[src/rtl/connect4_pkg.sv]
// connect4_pkg: board geometry, window ranges, player codes, FSM states and cell indexing
package connect4_pkg;
  localparam int ROWS = 6;
  localparam int COLS = 7;
  localparam int CELLS = 42;
  localparam int NUM_WINDOWS = 69;
  localparam int H_BASE = 0;
  localparam int V_BASE = 24;
  localparam int DR_BASE = 45;
  localparam int DL_BASE = 57;
  localparam logic [1:0] P_NONE = 2'b00;
  localparam logic [1:0] P1 = 2'b01;
  localparam logic [1:0] P2 = 2'b10;
  typedef enum logic [1:0] {IDLE, SCAN, DONE} state_t;
  function automatic int cell_idx(int row, int col);
    return row * COLS + col;
  endfunction
endpackage

[src/rtl/connect4_window_mask.sv]
// connect4_window_mask: idx (7b) in, 42-bit mask of that window's four cells out
module connect4_window_mask
  import connect4_pkg::*;
(
  input  logic [6:0]       idx,
  output logic [CELLS-1:0] mask
);
  int rel, base, step;
  always_comb begin
    rel = int'(idx);
    base = 0;
    step = 1;
    if (rel < V_BASE) begin
      rel = rel - H_BASE;
      base = cell_idx(rel / 4, rel % 4);
      step = 1;
    end else if (rel < DR_BASE) begin
      rel = rel - V_BASE;
      base = cell_idx(rel / 7, rel % 7);
      step = COLS;
    end else if (rel < DL_BASE) begin
      rel = rel - DR_BASE;
      base = cell_idx(rel / 4, rel % 4);
      step = COLS + 1;
    end else begin
      rel = rel - DL_BASE;
      base = cell_idx(rel / 4, rel % 4 + 3);
      step = COLS - 1;
    end
    mask = (CELLS'(1) | (CELLS'(1) << step) | (CELLS'(1) << (2 * step)) | (CELLS'(1) << (3 * step))) << base;
  end
endmodule

[config.mk]
export PLATFORM = sky130hd
export DESIGN_NAME = connect4_window_mask
export DESIGN_NICKNAME = d
export VERILOG_FILES = /design/src/rtl/connect4_pkg.sv /design/src/rtl/connect4_window_mask.sv
export SDC_FILE = /design/constraint.sdc
export NUM_CORES = 1
export LEC_CHECK = 0
export CAP_MARGIN = 10
export CORE_UTILIZATION = 60
export DETAILED_ROUTE_END_ITERATION = 6
export PLACE_DENSITY = 0.8
export SLEW_MARGIN = 20
export SYNTH_ARGS = -nofsm -noshare
export SYNTH_HDL_FRONTEND = slang
export SYNTH_SLANG_ARGS = --single-unit
[constraint.sdc]
create_clock -name vclk -period 22.6
set_input_delay 4.52 -clock vclk [all_inputs]
set_output_delay 4.52 -clock vclk [all_outputs]
set_load 0.05 [all_outputs]
==> metrics.yaml, run 1 <==
critical_path:
  worstPathRequired_ns: 18.08
  crit_path_max_incr_delay_ns: 0.82
  worstSetupPathType: "in -> out"
  cp_max_fo: 21
  cp-end-kind: "output pin"
  critPathCapture: "mask[26]"
  crit_arrival_ns: 17.19
  start_kind: "input pin"
  crit_slowest_cell: "clkdlybuf4s50_1"
  cp-startpoint: "idx[4]"
  crit_top_cell: "ha_1"
flow_run:
  max_cap_violations: 0
floorplan:
  io_pins: 49
  core_area_sq_um: 25200
  die_h_um: 162
  die_w_um: 162
  fp.dieArea_sq_um: 26300
  start_util_pct: 61.1
  fp-row-count: 58
route:
  drtIter0Drc: 1375
  routed_wl_um: 42800
  drc: 0
  drtPass1Iterations: 6
  ant_nets: 0
  dr_total_vias: 14800
  via_per_inst: 6.48
  wire_per_inst_um: 18.7
cells_and_area:
  seq_cells: 0
  nNetsFinal: 2364
  syn_to_final_growth_pct: 8.19
  num-fill-cells: 2083
  drive_gt1_share_pct: 7.55
  clock_buffers: 0
  regArea_sq_um: 0
logic_synthesis:
  syn-num-nets: 2362
  syn_inst: 1959
  yosys_warnings: 0
  synth.top_cells.by_area: "fa_1, ha_1, inv_1"
  netlist.area_leader.share_pct: 22.2
  syn_avg_cell_area_sq_um: 7.86
  yosysSeqAreaShare_pct: 0
  yosysTopAreaCell: "fa_1"
  synth_area_sq_um: 15400
  synth_cell_type_count: 114
placed_design:
  routabilityCongestion: 0.971
  numPortBuffers: 49
  hpwl_um: 35000
status:
  status: "complete, no violations"
timing:
  finalSetupViolations: 0
  min_period_ns: 21.71
  drv_slew: 0
  fin_tns_setup_ns: 0
  tightest_slew_ns: 0.918
  rsz0062_at_grt: "no"
  final_hold_viol_count: 0
  slew-limit-headroom_pct: 38.2
  fin_crit_sh_pct: 96.1
  max_freq_ghz: 0.0461
global_routing:
  grt_pass1_wl_um: 71000
  grt_max_degree: 43
  grt-ovfl-total: 0
  track_usage_pct: 32.8
  antenna_found_initial: 1
  grt_pass1_vias: 14600
min_path:
  hp-class: "in -> out"
  hold_depth: 7
clock_tree:
  ctsHoldBuffers: 0
## layer usage
layer  global-route usage (%)  share of wire, %  vias up
met5                        0                 0        -
met4                     9.52               3.0        0
met3                     2.30               6.5       97
met2                     58.3                49      612
met1                     42.5                42     7144
li1                         -                 -     6988
## critical path, delay by kind of cell
kind                     cells  cell delay, ns
buffers and inverters        6            1.67
AND/OR/NAND/NOR             10            2.23
XOR/XNOR                     3            0.81
AO/OA/AOI/OAI               18            4.85
adder cells (fa/ha/maj)      8            3.05
## how the worst min path moves through the flow
| stage | from | end | slack (ns) |
|---|---|---|---|
| floorplan | idx[6] | mask[38] | 9.83 |
| global placement | idx[5] | mask[2] | 10.79 |
| detailed placement | idx[6] | mask[38] | 10.83 |
| CTS | idx[3] | mask[16] | 10.83 |
| global route | idx[5] | mask[2] | 10.92 |
| finish | idx[5] | mask[2] | 10.85 |
## through the flow
stage          util, %  hold slack [ns]  cell area [sq um]  cells  setup WS, ns
2_1_floorplan        -             9.83              15400   1959          1.91
3_3_place_gp      65.9            10.79              16600   2286          1.13
3_5_place_dp      65.9            10.83              16600   2286         0.849
4_1_cts           65.9            10.83              16600   2286         0.806
5_1_grt           66.1            10.92              16600   2289         0.193
6_report          66.1            10.85              16600   2290         0.887
## synth_stat cells (all sizes together) (10+ instances only)
| cell type | n |
|---|---|
| a21oi | 143 |
| nor3b | 10 |
| nor4 | 19 |
| o22ai | 16 |
| clkbuf | 60 |
| xor2 | 41 |
| nand2b | 20 |
| o32ai | 12 |
| fa | 171 |
| nand4 | 25 |
| or3 | 15 |
| mux2i | 14 |
| buf | 20 |
| nor2 | 141 |
| xnor2 | 73 |
| o211ai | 16 |
| o21a | 37 |
| nand3 | 53 |
| a31oi | 47 |
| nand2 | 122 |
| a211oi | 21 |
| a21o | 32 |
| ha | 225 |
| nor3 | 50 |
| o31ai | 16 |
| and2 | 13 |
| nor2b | 19 |
| inv | 256 |
| o21ai | 107 |
## repair_timing
action	4_1_cts	5_1_grt
buffers inserted	0	2
resized for setup	0	5
endpoints found under the setup margin	0	27
endpoints found under the hold margin	0	0
## cells in the final DEF, fill, tap and decap left out, types with 12 or more instances in the layout
| cell | instances |
|---|---|
| inv_1 | 254 |
| ha_1 | 225 |
| fa_1 | 171 |
| a21oi_1 | 139 |
| nor2_1 | 138 |
| nand2_1 | 121 |
| o21ai_0 | 93 |
| xnor2_1 | 71 |
| nand3_1 | 52 |
| nor3_1 | 45 |
| a31oi_1 | 44 |
| buf_12 | 42 |
| xor2_1 | 41 |
| o21a_1 | 37 |
| a21o_1 | 32 |
| buf_4 | 30 |
| nand4_1 | 25 |
| a211oi_1 | 20 |
| nand2b_1 | 19 |
| nor2b_1 | 18 |
| nor4_1 | 16 |
| o22ai_1 | 16 |
| or3_1 | 15 |
| o31ai_1 | 15 |
| o211ai_1 | 14 |
| and2_1 | 13 |
| mux2i_1 | 13 |
| o21ai_1 | 12 |
## logic make-up after synthesis
family | share of synthesized area [%]
fa+ha+maj | 40.6
buf+inv | 8.59
simple gates | 17.5
xor+xnor | 6.68
mux | 1.28
compound gates | 25.3
## area by class of cell
cell class         instances  area (sq um)  area share (%)
well taps                330           413            2.48
inverters                257           965            5.79
diodes                     1          2.50          0.0150
repair buffers            79          1140            6.82
multi-input cells       1623         14100            84.9
==> run 2, diff against run 1 <==
--- a/config.mk
+++ b/config.mk
@@ -8,8 +8,9 @@
 export CAP_MARGIN = 10
 export CORE_UTILIZATION = 60
 export DETAILED_ROUTE_END_ITERATION = 6
-export PLACE_DENSITY = 0.8
-export SLEW_MARGIN = 20
+export DONT_BUFFER_PORTS = 1
+export PLACE_DENSITY = 0.78
+export SLEW_MARGIN = 10
 export SYNTH_ARGS = -nofsm -noshare
 export SYNTH_HDL_FRONTEND = slang
 export SYNTH_SLANG_ARGS = --single-unit
==> run 2 against run 1 <==
  * Critical path depth decreased by 2
  * Die area unchanged
  * Non-clock buffer count fell by 28
  * Worst hold slack worse by 0.83 ns
  * Utilization is 2.9 points lower
  * Critical path type unchanged
  * Sequential share of layout area did not move
  * Sequential cell count unchanged
==> metrics.yaml, run 2 (synthesis gave the netlist of run 1 again) <==
critical_path:
  start_kind: "input pin"
  crit_arrival_ns: 16.92
  cp-end-kind: "output pin"
  crit_top_cell: "ha_1"
  crit_slowest_cell: "nor2_1"
  cp_max_fo: 42
  worstSetupPathType: "in -> out"
  worstPathRequired_ns: 18.08
  crit_path_max_incr_delay_ns: 0.68
min_path:
  hp-class: "in -> out"
timing:
  drv_slew: 0
  min_period_ns: 21.44
  finalSetupViolations: 0
  fin_ws_ns: 1.16
  fin_tns_setup_ns: 0
  slew-limit-headroom_pct: 18.8
  max_freq_ghz: 0.0466
  fin_crit_sh_pct: 94.9
  whs_ns: 10.03
  rsz0062_at_grt: "no"
  final_hold_viol_count: 0
  tightest_slew_ns: 1.21
cells_and_area:
  clock_buffers: 0
  regArea_sq_um: 0
  num-fill-cells: 2220
  nNetsFinal: 2335
  layoutNonFillerInstCount: 2260
  drive_gt1_share_pct: 6.68
  final_common_cell: "inv_1"
  num_antenna_cells: 0
  layout_common_cells: "inv_1, ha_1, fa_1, a21oi_1, nor2_1"
  syn_to_final_growth_pct: 3.39
  seq_cells: 0
route:
  routed_wl_um: 41100
  via_per_inst: 6.40
  drc: 0
  wire_per_inst_um: 18.2
  drtIter0Drc: 1362
  ant_nets: 0
  dr_total_vias: 14500
  drtPass1Iterations: 5
power_and_ir_drop:
  p_leak_nw: 7.04
  max-vdd-ir-drop_mv: 0.137
  powerDensity_nw_per_um2: 149
placed_design:
  hpwl_um: 34200
  numPortBuffers: 0
  dp_cells: 2260
  dp_slack_ns: 1.40
  routabilityCongestion: 0.980
global_routing:
  grt_max_degree: 43
  grt_pass1_wl_um: 68000
  grt-ovfl-total: 0
  antenna_found_initial: 0
  grt_pass1_vias: 13900
  track_usage_pct: 31.3
floorplan:
  die_h_um: 162
  core_area_sq_um: 25200
  io_pins: 49
  start_util_pct: 61.1
  fp.dieArea_sq_um: 26300
  die_w_um: 162
  fp-row-count: 58
clock_tree:
  ctsHoldBuffers: 0
  post_cts_buffers: 0
  ctsResizeCount: 0
status:
  status: "complete, no violations"
flow_run:
  max_cap_violations: 0
## run 2: cell count changes in the layout (fill, tap and decap cells not counted), sizes merged
cell / change
inv: -1
clkinv: +1
clkdlybuf4s50: -7
buf: -21
diode: -1
nand2b: -1
## run 2: worst paths after layout
path	cells after the start	slack, ns	to	startpoint
min	5	10.03	mask[4]	idx[6]
max	43	1.16	mask[14]	idx[6]
## run 2: area by class of cell
class | count | area (sq um) | share of cell area [%]
inverter | 257 | 965 | 6.06
multi-input combinational | 1622 | 14200 | 88.9
tap | 330 | 413 | 2.59
timing repair buffer | 51 | 383 | 2.41
## run 2: critical path, delay by kind of cell
kind | cells | cell delay [ns]
AO/OA/AOI/OAI | 10 | 2.68
XOR/XNOR | 4 | 1.24
adder cells (fa/ha/maj) | 8 | 3.02
buffers and inverters | 4 | 0.56
AND/OR/NAND/NOR | 17 | 4.89
## run 2: where the power goes
| part | switching (mW) | leakage [nW] | internal, mW |
|---|---|---|---|
| sequential | 0 | 0 | 0 |
| clock | 0 | 0 | 0 |
| combinational | 1.52 | 7.04 | 0.855 |
## run 2: routing by layer
| metal | vias up | part of all wire [%] | wire (um) | track usage (%) |
|---|---|---|---|---|
| met5 | - | 0 | 0 | 0 |
| met2 | 570 | 48 | 19600 | 54.4 |
| li1 | 6918 | - | - | - |
| met1 | 6889 | 43 | 17800 | 41.8 |
| met3 | 80 | 7.0 | 2870 | 3.04 |
| met4 | 0 | 2.2 | 890 | 6.86 |
## run 2: metrics by stage
step / utilization (%) / power, mW / cell area, sq um
after CTS: 63.2 / 2.33 / 15900
after global placement: 63.2 / 2.28 / 15900
after floorplan: - / 1.80 / 15400
after global routing: 63.2 / 2.60 / 15900
after detailed placement: 63.2 / 2.32 / 15900
final: 63.2 / 2.37 / 15900
No activity file was read; power rests on OpenSTA's default activity.
==> run 3, diff against run 2 <==
--- a/config.mk
+++ b/config.mk
@@ -10,6 +10,7 @@
 export DETAILED_ROUTE_END_ITERATION = 6
 export DONT_BUFFER_PORTS = 1
 export PLACE_DENSITY = 0.78
+export SETUP_SLACK_MARGIN = 0.15
 export SLEW_MARGIN = 10
 export SYNTH_ARGS = -nofsm -noshare
 export SYNTH_HDL_FRONTEND = slang
==> results of run 3 <==
No change in the layout: final DEF, timing and power equal those of run 2.
